$ cat src/rtl/vending_pkg.sv
// Shared constants for the coin/button conditioner: coin values, debouncer
// state encoding and the button index ordering.
package vending_pkg;

   localparam logic [4:0] CENTS_NICKEL  = 5'd5;
   localparam logic [4:0] CENTS_DIME    = 5'd10;
   localparam logic [4:0] CENTS_QUARTER = 5'd25;

   // Coins occupy the low indices so the coin subset is a contiguous slice.
   localparam int unsigned BTN_NICKEL  = 0;
   localparam int unsigned BTN_DIME    = 1;
   localparam int unsigned BTN_QUARTER = 2;
   localparam int unsigned BTN_BUY     = 3;
   localparam int unsigned BTN_CANCEL  = 4;
   localparam int unsigned NUM_COINS   = 3;
   localparam int unsigned NUM_BTNS    = 5;

   typedef enum logic [1:0] {
      DB_IDLE      = 2'd0,
      DB_ARMING    = 2'd1,
      DB_PRESSED   = 2'd2,
      DB_RELEASING = 2'd3
   } db_state_t;

endpackage

$ cat src/rtl/button_debouncer.sv
// Two-flop synchronizer plus debounce FSM for one push-button; emits a
// single-cycle press strobe when a press is accepted.
module button_debouncer
   import vending_pkg::*;
#(
   parameter logic [15:0] DEBOUNCE_CYCLES = 16'd50000
) (
   input  logic clk,
   input  logic rst_n,
   input  logic raw,
   output logic press
);

   logic        sync_meta, sync_q;
   db_state_t   state_q, state_d;
   logic [15:0] cnt_q, cnt_d;
   logic        last_cnt;

   always_ff @(posedge clk or negedge rst_n) begin
      if (!rst_n) begin
         sync_meta <= 1'b0;
         sync_q    <= 1'b0;
         state_q   <= DB_IDLE;
         cnt_q     <= '0;
      end else begin
         sync_meta <= raw;
         sync_q    <= sync_meta;
         state_q   <= state_d;
         cnt_q     <= cnt_d;
      end
   end

   // Counter is 0 on entry to IDLE/PRESSED, so a single-cycle debounce
   // completes directly from those states.
   assign last_cnt = (cnt_q == DEBOUNCE_CYCLES - 16'd1);

   always_comb begin
      state_d = state_q;
      cnt_d   = cnt_q;
      press   = 1'b0;
      unique case (state_q)
         DB_IDLE: begin
            if (sync_q) begin
               if (last_cnt) begin
                  state_d = DB_PRESSED;
                  cnt_d   = '0;
                  press   = 1'b1;
               end else begin
                  state_d = DB_ARMING;
                  cnt_d   = cnt_q + 16'd1;
               end
            end
         end
         DB_ARMING: begin
            if (!sync_q) begin
               state_d = DB_IDLE;
               cnt_d   = '0;
            end else if (last_cnt) begin
               state_d = DB_PRESSED;
               cnt_d   = '0;
               press   = 1'b1;
            end else begin
               cnt_d = cnt_q + 16'd1;
            end
         end
         DB_PRESSED: begin
            if (!sync_q) begin
               if (last_cnt) begin
                  state_d = DB_IDLE;
                  cnt_d   = '0;
               end else begin
                  state_d = DB_RELEASING;
                  cnt_d   = cnt_q + 16'd1;
               end
            end
         end
         DB_RELEASING: begin
            if (sync_q) begin
               state_d = DB_PRESSED;
               cnt_d   = '0;
            end else if (last_cnt) begin
               state_d = DB_IDLE;
               cnt_d   = '0;
            end else begin
               cnt_d = cnt_q + 16'd1;
            end
         end
         default: begin
            state_d = DB_IDLE;
            cnt_d   = '0;
         end
      endcase
   end

endmodule

$ cat src/rtl/coin_button_conditioner.sv
// Debounces coin and command buttons, queues coins behind a valid/ready
// handshake and defers commands until no coin is pending.
// Optional coin_total statistics output: define COIN_CONDITIONER_STATS_EN.
module coin_button_conditioner
   import vending_pkg::*;
#(
   parameter logic [15:0] DEBOUNCE_CYCLES = 16'd50000
) (
   input  logic       clk,
   input  logic       rst_n,
   input  logic       nickel,
   input  logic       dime,
   input  logic       quarter,
   input  logic       buy,
   input  logic       cancel,
   output logic       coin_valid,
   output logic [4:0] coin_value,
   input  logic       coin_ready,
   output logic       buy_pulse,
   output logic       cancel_pulse,
   output logic       coin_overrun
`ifdef COIN_CONDITIONER_STATS_EN
   ,
   output logic [15:0] coin_total
`endif
);

   logic [NUM_BTNS-1:0]  raw_btn, press_ev;
   logic [NUM_COINS-1:0] coin_pend, coin_sel, coin_clr, coin_new;
   logic                 buy_pend, cancel_pend;
   logic                 coin_hs, cmd_idle;

   assign raw_btn[BTN_NICKEL]  = nickel;
   assign raw_btn[BTN_DIME]    = dime;
   assign raw_btn[BTN_QUARTER] = quarter;
   assign raw_btn[BTN_BUY]     = buy;
   assign raw_btn[BTN_CANCEL]  = cancel;

   for (genvar g = 0; g < NUM_BTNS; g++) begin : g_db
      button_debouncer #(.DEBOUNCE_CYCLES(DEBOUNCE_CYCLES)) u_db (
         .clk   (clk),
         .rst_n (rst_n),
         .raw   (raw_btn[g]),
         .press (press_ev[g])
      );
   end

   always_comb begin
      coin_sel   = '0;
      coin_value = '0;
      if (coin_pend[BTN_QUARTER]) begin
         coin_sel[BTN_QUARTER] = 1'b1;
         coin_value            = CENTS_QUARTER;
      end else if (coin_pend[BTN_DIME]) begin
         coin_sel[BTN_DIME] = 1'b1;
         coin_value         = CENTS_DIME;
      end else if (coin_pend[BTN_NICKEL]) begin
         coin_sel[BTN_NICKEL] = 1'b1;
         coin_value           = CENTS_NICKEL;
      end
   end

   assign coin_valid   = |coin_pend;
   assign coin_hs      = coin_valid & coin_ready;
   assign coin_clr     = coin_sel & {NUM_COINS{coin_hs}};
   assign coin_new     = press_ev[NUM_COINS-1:0];
   // A press coinciding with its own handshake clear is not an overrun.
   assign coin_overrun = |(coin_new & coin_pend & ~coin_clr);

   assign cmd_idle     = ~coin_valid;
   assign cancel_pulse = cancel_pend & cmd_idle;
   assign buy_pulse    = buy_pend & ~cancel_pend & cmd_idle;

   always_ff @(posedge clk or negedge rst_n) begin
      if (!rst_n) begin
         coin_pend   <= '0;
         buy_pend    <= 1'b0;
         cancel_pend <= 1'b0;
      end else begin
         coin_pend   <= (coin_pend & ~coin_clr) | coin_new;
         // When idle both flags retire together; cancel wins over buy.
         buy_pend    <= (buy_pend & ~cmd_idle) | press_ev[BTN_BUY];
         cancel_pend <= (cancel_pend & ~cmd_idle) | press_ev[BTN_CANCEL];
      end
   end

`ifdef COIN_CONDITIONER_STATS_EN
   logic [16:0] total_sum;

   assign total_sum = {1'b0, coin_total} + {12'd0, coin_value};

   always_ff @(posedge clk or negedge rst_n) begin
      if (!rst_n) begin
         coin_total <= '0;
      end else if (cancel_pulse) begin
         coin_total <= '0;
      end else if (coin_hs) begin
         coin_total <= total_sum[16] ? '1 : total_sum[15:0];
      end
   end
`endif

endmodule

$ cat config.mk
export PLATFORM = sky130hd
export DESIGN_NAME = coin_button_conditioner
export DESIGN_NICKNAME = d
export VERILOG_FILES = /design/src/rtl/vending_pkg.sv /design/src/rtl/button_debouncer.sv /design/src/rtl/coin_button_conditioner.sv
export SDC_FILE = /design/constraint.sdc
export NUM_CORES = 1
export LEC_CHECK = 0
export CAP_MARGIN = 5
export CORE_MARGIN = 1
export CORE_UTILIZATION = 50
export DETAILED_ROUTE_END_ITERATION = 8
export PLACE_DENSITY = 0.75
export SETUP_SLACK_MARGIN = 0.3
export SLEW_MARGIN = 25
export SYNTH_ARGS = -nofsm -noshare
export SYNTH_HDL_FRONTEND = slang
export SYNTH_SLANG_ARGS = --single-unit
$ cat constraint.sdc
create_clock -name clk -period 3.14 [get_ports clk]
set_clock_uncertainty 0.1 [all_clocks]
set_input_delay 0.628 -clock clk [delete_from_list [all_inputs] [get_ports clk]]
set_output_delay 0.628 -clock clk [all_outputs]
set_load 0.01 [all_outputs]
After elaboration in Yosys (flattened, before gate mapping) --
Cells that the tools add are included. Widths: inputs -> output; s select.
Word-level totals: input bits 8, register bits 105
Cells by class: bitwise gates (word level) 16, reductions and logical operators 22, equal/unequal tests 40, add/subtract/negate cells 5, muxes and demuxes 98
Operators with widths (count):
- $mux 16 | 25
- $pmux 16 s4 | 5
- $mux 2 | 41
- $add 16x1->16 const B | 5
- $eq 16x16->1 const B | 5
- $pmux 2 s4 | 5
- $eq 2x2->1 const B | 10
- $reduce_and 4->1 | 5
- $mux 1 | 19
- $ne 3x1->1 const B | 5
- $ne 3x3->1 const B | 5
- $and 3x3->3 | 4
- $eq 2x1->1 const B | 5
- $logic_not 2->1 | 5
- $ne 2x1->1 const B | 5
- $ne 2x2->1 const B | 5
- $reduce_and 2->1 | 5
- $reduce_or 2->1 | 5
- $and 1x1->1 | 6
- $reduce_or 3->1 | 2
- $mux 5 | 1
- $mux 4 | 1
- $mux 3 | 1
- $not 3->3 | 1
- 3 further kinds | 5

Longest topological paths before layout --
depth in word-level cells 7, gate-level depth with buffers 7, gate-level depth less buffers 6

Modules after synthesis --
A second synthesis with hierarchy kept.
Second synthesis, totals: cells, all modules 602, area, all modules 6082.1 um^2
By module, submodules not included:
- button_debouncer at g_db[0].u_db ... | area each 1179.9 um^2, seq. area each 500.5 um^2, instances 4, cells an instance 117
- button_debouncer at g_db[4].u_db | area each 1079.8 um^2, seq. area each 500.5 um^2, instances 1, cells an instance 105
- coin_button_conditioner | area each 282.8 um^2, seq. area each 125.1 um^2, instances 1, cells an instance 29

Worst setup path before layout --
OpenSTA, ideal clock, no wires.
path type register -> output, from reg g_db[1].u_db.cnt_q[11], to out coin_overrun, path slack 0.484 ns, data arrival time 1.928 ns, required time 2.412 ns, cell stages (with the launch flop) 6, path buffers 1, cell sequence dfrtp_1 > or4b_1 > or4_1 > buf_6 > o32ai_1 > a221o_1
On the way: cells in the longest elaborated chain, start to end 7
Ends and longest elaborated chain:
- from (decl) | RTL line button_debouncer.sv:16 | logic [15:0] cnt_q, cnt_d;
- from (signal assigned) | RTL line button_debouncer.sv:29 | cnt_q <= cnt_d;
- $eq 16x16->1 | RTL line button_debouncer.sv:35 | assign last_cnt = (cnt_q == DEBOUNCE_CYCLES - 16'd1);
- $mux 1 | RTL line button_debouncer.sv:44, button_debouncer.sv:58
- $mux 1 | RTL line button_debouncer.sv:55 | if (!sync_q) begin
- $mux 1
- $and 3x3->3 (2 in a row) | RTL line coin_button_conditioner.sv:68 | assign coin_overrun = |(coin_new & coin_pend & ~coin_clr);
- $reduce_or 3->1 | RTL line coin_button_conditioner.sv:68
- to (decl) | RTL line coin_button_conditioner.sv:21 | output logic coin_overrun
No other way between the ends.

Final worst setup path --
from reg g_db[1].u_db.cnt_q[12], to out coin_overrun
Same word-level chain as after synthesis.

==> summary.txt <==
Clock Sinks - 105
dpl cells - 705
Final ANT Viol Nets - 0
Tot GR Track Use - 21.81%
routability cong. - 0.8852
Seq/Total Area, Yosys - 48.38%
Post-synth ARST share - 100.0%
Period minus WS final - 3.023 ns
RSZ-0062 raised after global routing - true
most frequent cell after synthesis - dfrtp_1
H-tree depth - 3
DRT Pass-1 Iters - 5
syn_nets - 567
clk slew on worst S/H paths - 0.10 ns
most frequent cells after synthesis - 105 x dfrtp_1, 44 x nor2_1, 44 x o21ai_0, 39 x nand2_1, 27 x a21oi_1
Synth Area in Adders - 1.152%
reg-to-reg startpoint - g_db[4].u_db.cnt_q[12]$_DFFE_PN0P_
Slew @ Worst Pin - 0.8344 ns
simple-gate share of the synthesized area - 22.99%
Ys Warns - 0
CP top delay family - simple AND/OR/NAND/NOR gates
die width - 106.2 µm
TNS Setup - 0 ns
Antenna Cells - 0
post-DP HPWL - 8055 µm
main combinational cell family by area after synthesis - simple AND/OR/NAND/NOR gates
Skew-Pair Late Insertion Delay - 0.38 ns
cts bufs inserted - 9
WP data required - 2.41 ns
met1 Track Usage GR - 27.78%
Nets - 598
mux share of post-synthesis cell area - 2.995%
Post-Synth XOR/XNOR Area - 4.193%
Max stage delay cell, worst path - or4_4
P&R area growth vs syn - 12.42%
worst min path class - primary input to asynchronous set/reset pin
register bit total from synthesis - 105
Synth top area share - 48.38%
WHS - 0.1166 ns
Finish-stage setup viols - 0
static leakage - 2.585 nW
Post-Layout Cell Count - 725
largest net degree at the start of global routing - 48
register area - 2629 µm²
DIE AREA - 11280 µm²
Compound-Gate Fraction of Synth Area - 17.88%
Top FF cell, synth - dfrtp_1
outcome - finished, final reports clean
power per cell area - 424.3 nW/µm²
Critical Path AT - 2.29 ns
CP Capture Type - primary output
initial detailed-routing violation count - 341
core area - 10420 µm²
antenna violations before repair - 0
Die Ht - 106.2 µm
worst path cell trace - or4b_4 > or4_4 > o32ai_2 > a221o_1 > buf_2
Clock Tree Root - clkbuf_8
fillers - 873
Synth area leader - dfrtp_1
slowest stage delay, CP - 0.56 ns
final period utilization - 96.27%
Mapped Avg Cell Area - 9.804 µm²
peak supply drop - 0.0003410 V
number of port buffers - 16
I/O pin count - 17
# DRC - 0
Max Clk Rate - 330.8 MHz
crit path from - g_db[1].u_db.cnt_q[12]$_DFFE_PN0P_
Max clock buf depth - 2
busiest grt layer - met2
Hold Fails Final Rpt - 0
Post-Synthesis Cells - 554
met3 usage - 4.782%
first-pass GRT wire length - 19670 µm
Multi-input gate area - 2724 µm²
Startpoint Class - flop
Worst slew margin - 43.64%
worst setup path class - flop to primary output
worst path bufs/invs - 1
WL final - 11520 µm
PnR worst setup slack - 0.1171 ns
vias in the first global route - 4256
Vias per Instance - 6.225
met2 usage - 36.46%
total gr overflow - 0
utilization after layout - 58.62%
Pins Over Slew Limit - 0
total number of vias - 4513
max-cap viol count - 0
FP Rows - 37
Yosys cell types - 60
wire per inst - 15.89 µm
CP max FO - 2
EDFF count, synth - 0
Post-Syn Area - 5431 µm²
share of layout cells above drive strength 1 - 10.53%
CTS tree - built
Initial Util - 52.14%
dpl ws - 0.07094 ns
Area contributors post-synth - dfrtp_1 48%, o21ai_0 4.1%, nor2_1 3.0%
==> final timing paths <==
kind                                                           end  slack (ns)  cells past startpoint
worst max-delay path                                  coin_overrun        0.12                      5
worst min-delay path             g_db[1].u_db.cnt_q[0]$_DFFE_PN0P_        0.12                      1
worst max register to register  g_db[4].u_db.cnt_q[15]$_DFFE_PN0P_        0.81                      4
worst min register to register       g_db[2].u_db.sync_q$_DFF_PN0_        0.25                      0
max in group asynchronous                   coin_pend[2]$_DFF_PN0_        2.13                      2
min in group clk                     g_db[2].u_db.sync_q$_DFF_PN0_        0.25                      0
==> registers in the layout (all words and copies together), names as in the netlist <==
register and flops:
g_db.u_db.cnt_q 80, coin_pend 3, cancel_pend 1, g_db.u_db.sync_q 5, g_db.u_db.sync_meta 5, g_db.u_db.state_q 10, buy_pend 1
==> area by class of cell <==
type,count,area share [%]
multi-input combinational,419,44.61
sequential,105,43.05
timing repair buffer,36,5.143
tap,136,2.787
clock buffer,10,2.254
clock inverter,5,1.291
inverter,14,0.8607
==> metal layers <==
metal	share of wire, %	vias to the layer above
li1	-	2175
met1	45	2202
met2	50	121
met3	4.3	15
met5	0	-
met4	1.3	0
==> power by group <==
group / switching, mW / internal (mW) / total [mW]
sequential: 0.0639 / 1.40 / 1.47
combinational: 0.118 / 0.0778 / 0.196
clock: 0.462 / 0.467 / 0.929
total: 0.643 / 1.95 / 2.59
==> logic make-up (layout without fill, tap and decap cells) <==
group | count (synthesis) | in the layout
multiplexers | 15 | 15
AO/OA/AOI/OAI | 151 | 151
adder cells (fa/ha/maj) | 5 | 5
buffers and inverters | 30 | 65
XOR/XNOR | 26 | 26
flip-flops | 105 | 105
AND/OR/NAND/NOR | 222 | 222
==> cells in the final DEF, fill, tap and decap left out, drive strengths merged, types with 4 or more instances in the layout <==
cell and n:
nor4b 6, o211ai 7, o21ai 50, nor2 44
nor4bb 5, a31oi 23, and2 4, nor3 5
nand4 24, o2111ai 9, clkdlybuf4s50 13, mux2i 5
buf 22, and4 8, or4 12, a21oi 27
nand2 40, and3 16, mux2 10, inv 15
o31ai 5, dfrtp 105, or3 9, clkbuf 10
nand2b 10, a22o 7, xor2 15, xnor2 11
nand3 21, ha 5, a41oi 5
==> per-stage QoR <==
stage                     instance area, µm²  power, mW
after floorplan                         5431      1.594
after global placement                  5813      1.672
after detailed placement                5813      1.682
after CTS                               6078      2.618
after global routing                    6106      2.707
final                                   6106      2.591
==> repair_timing <==
action	in CTS	in global routing
pin swaps	3	4
endpoints found under the setup margin	2	1
hold buffers	0	0
gates resized for setup	12	2
setup buffers	3	2
cloned	0	0
(Power assumes the default switching activity.)
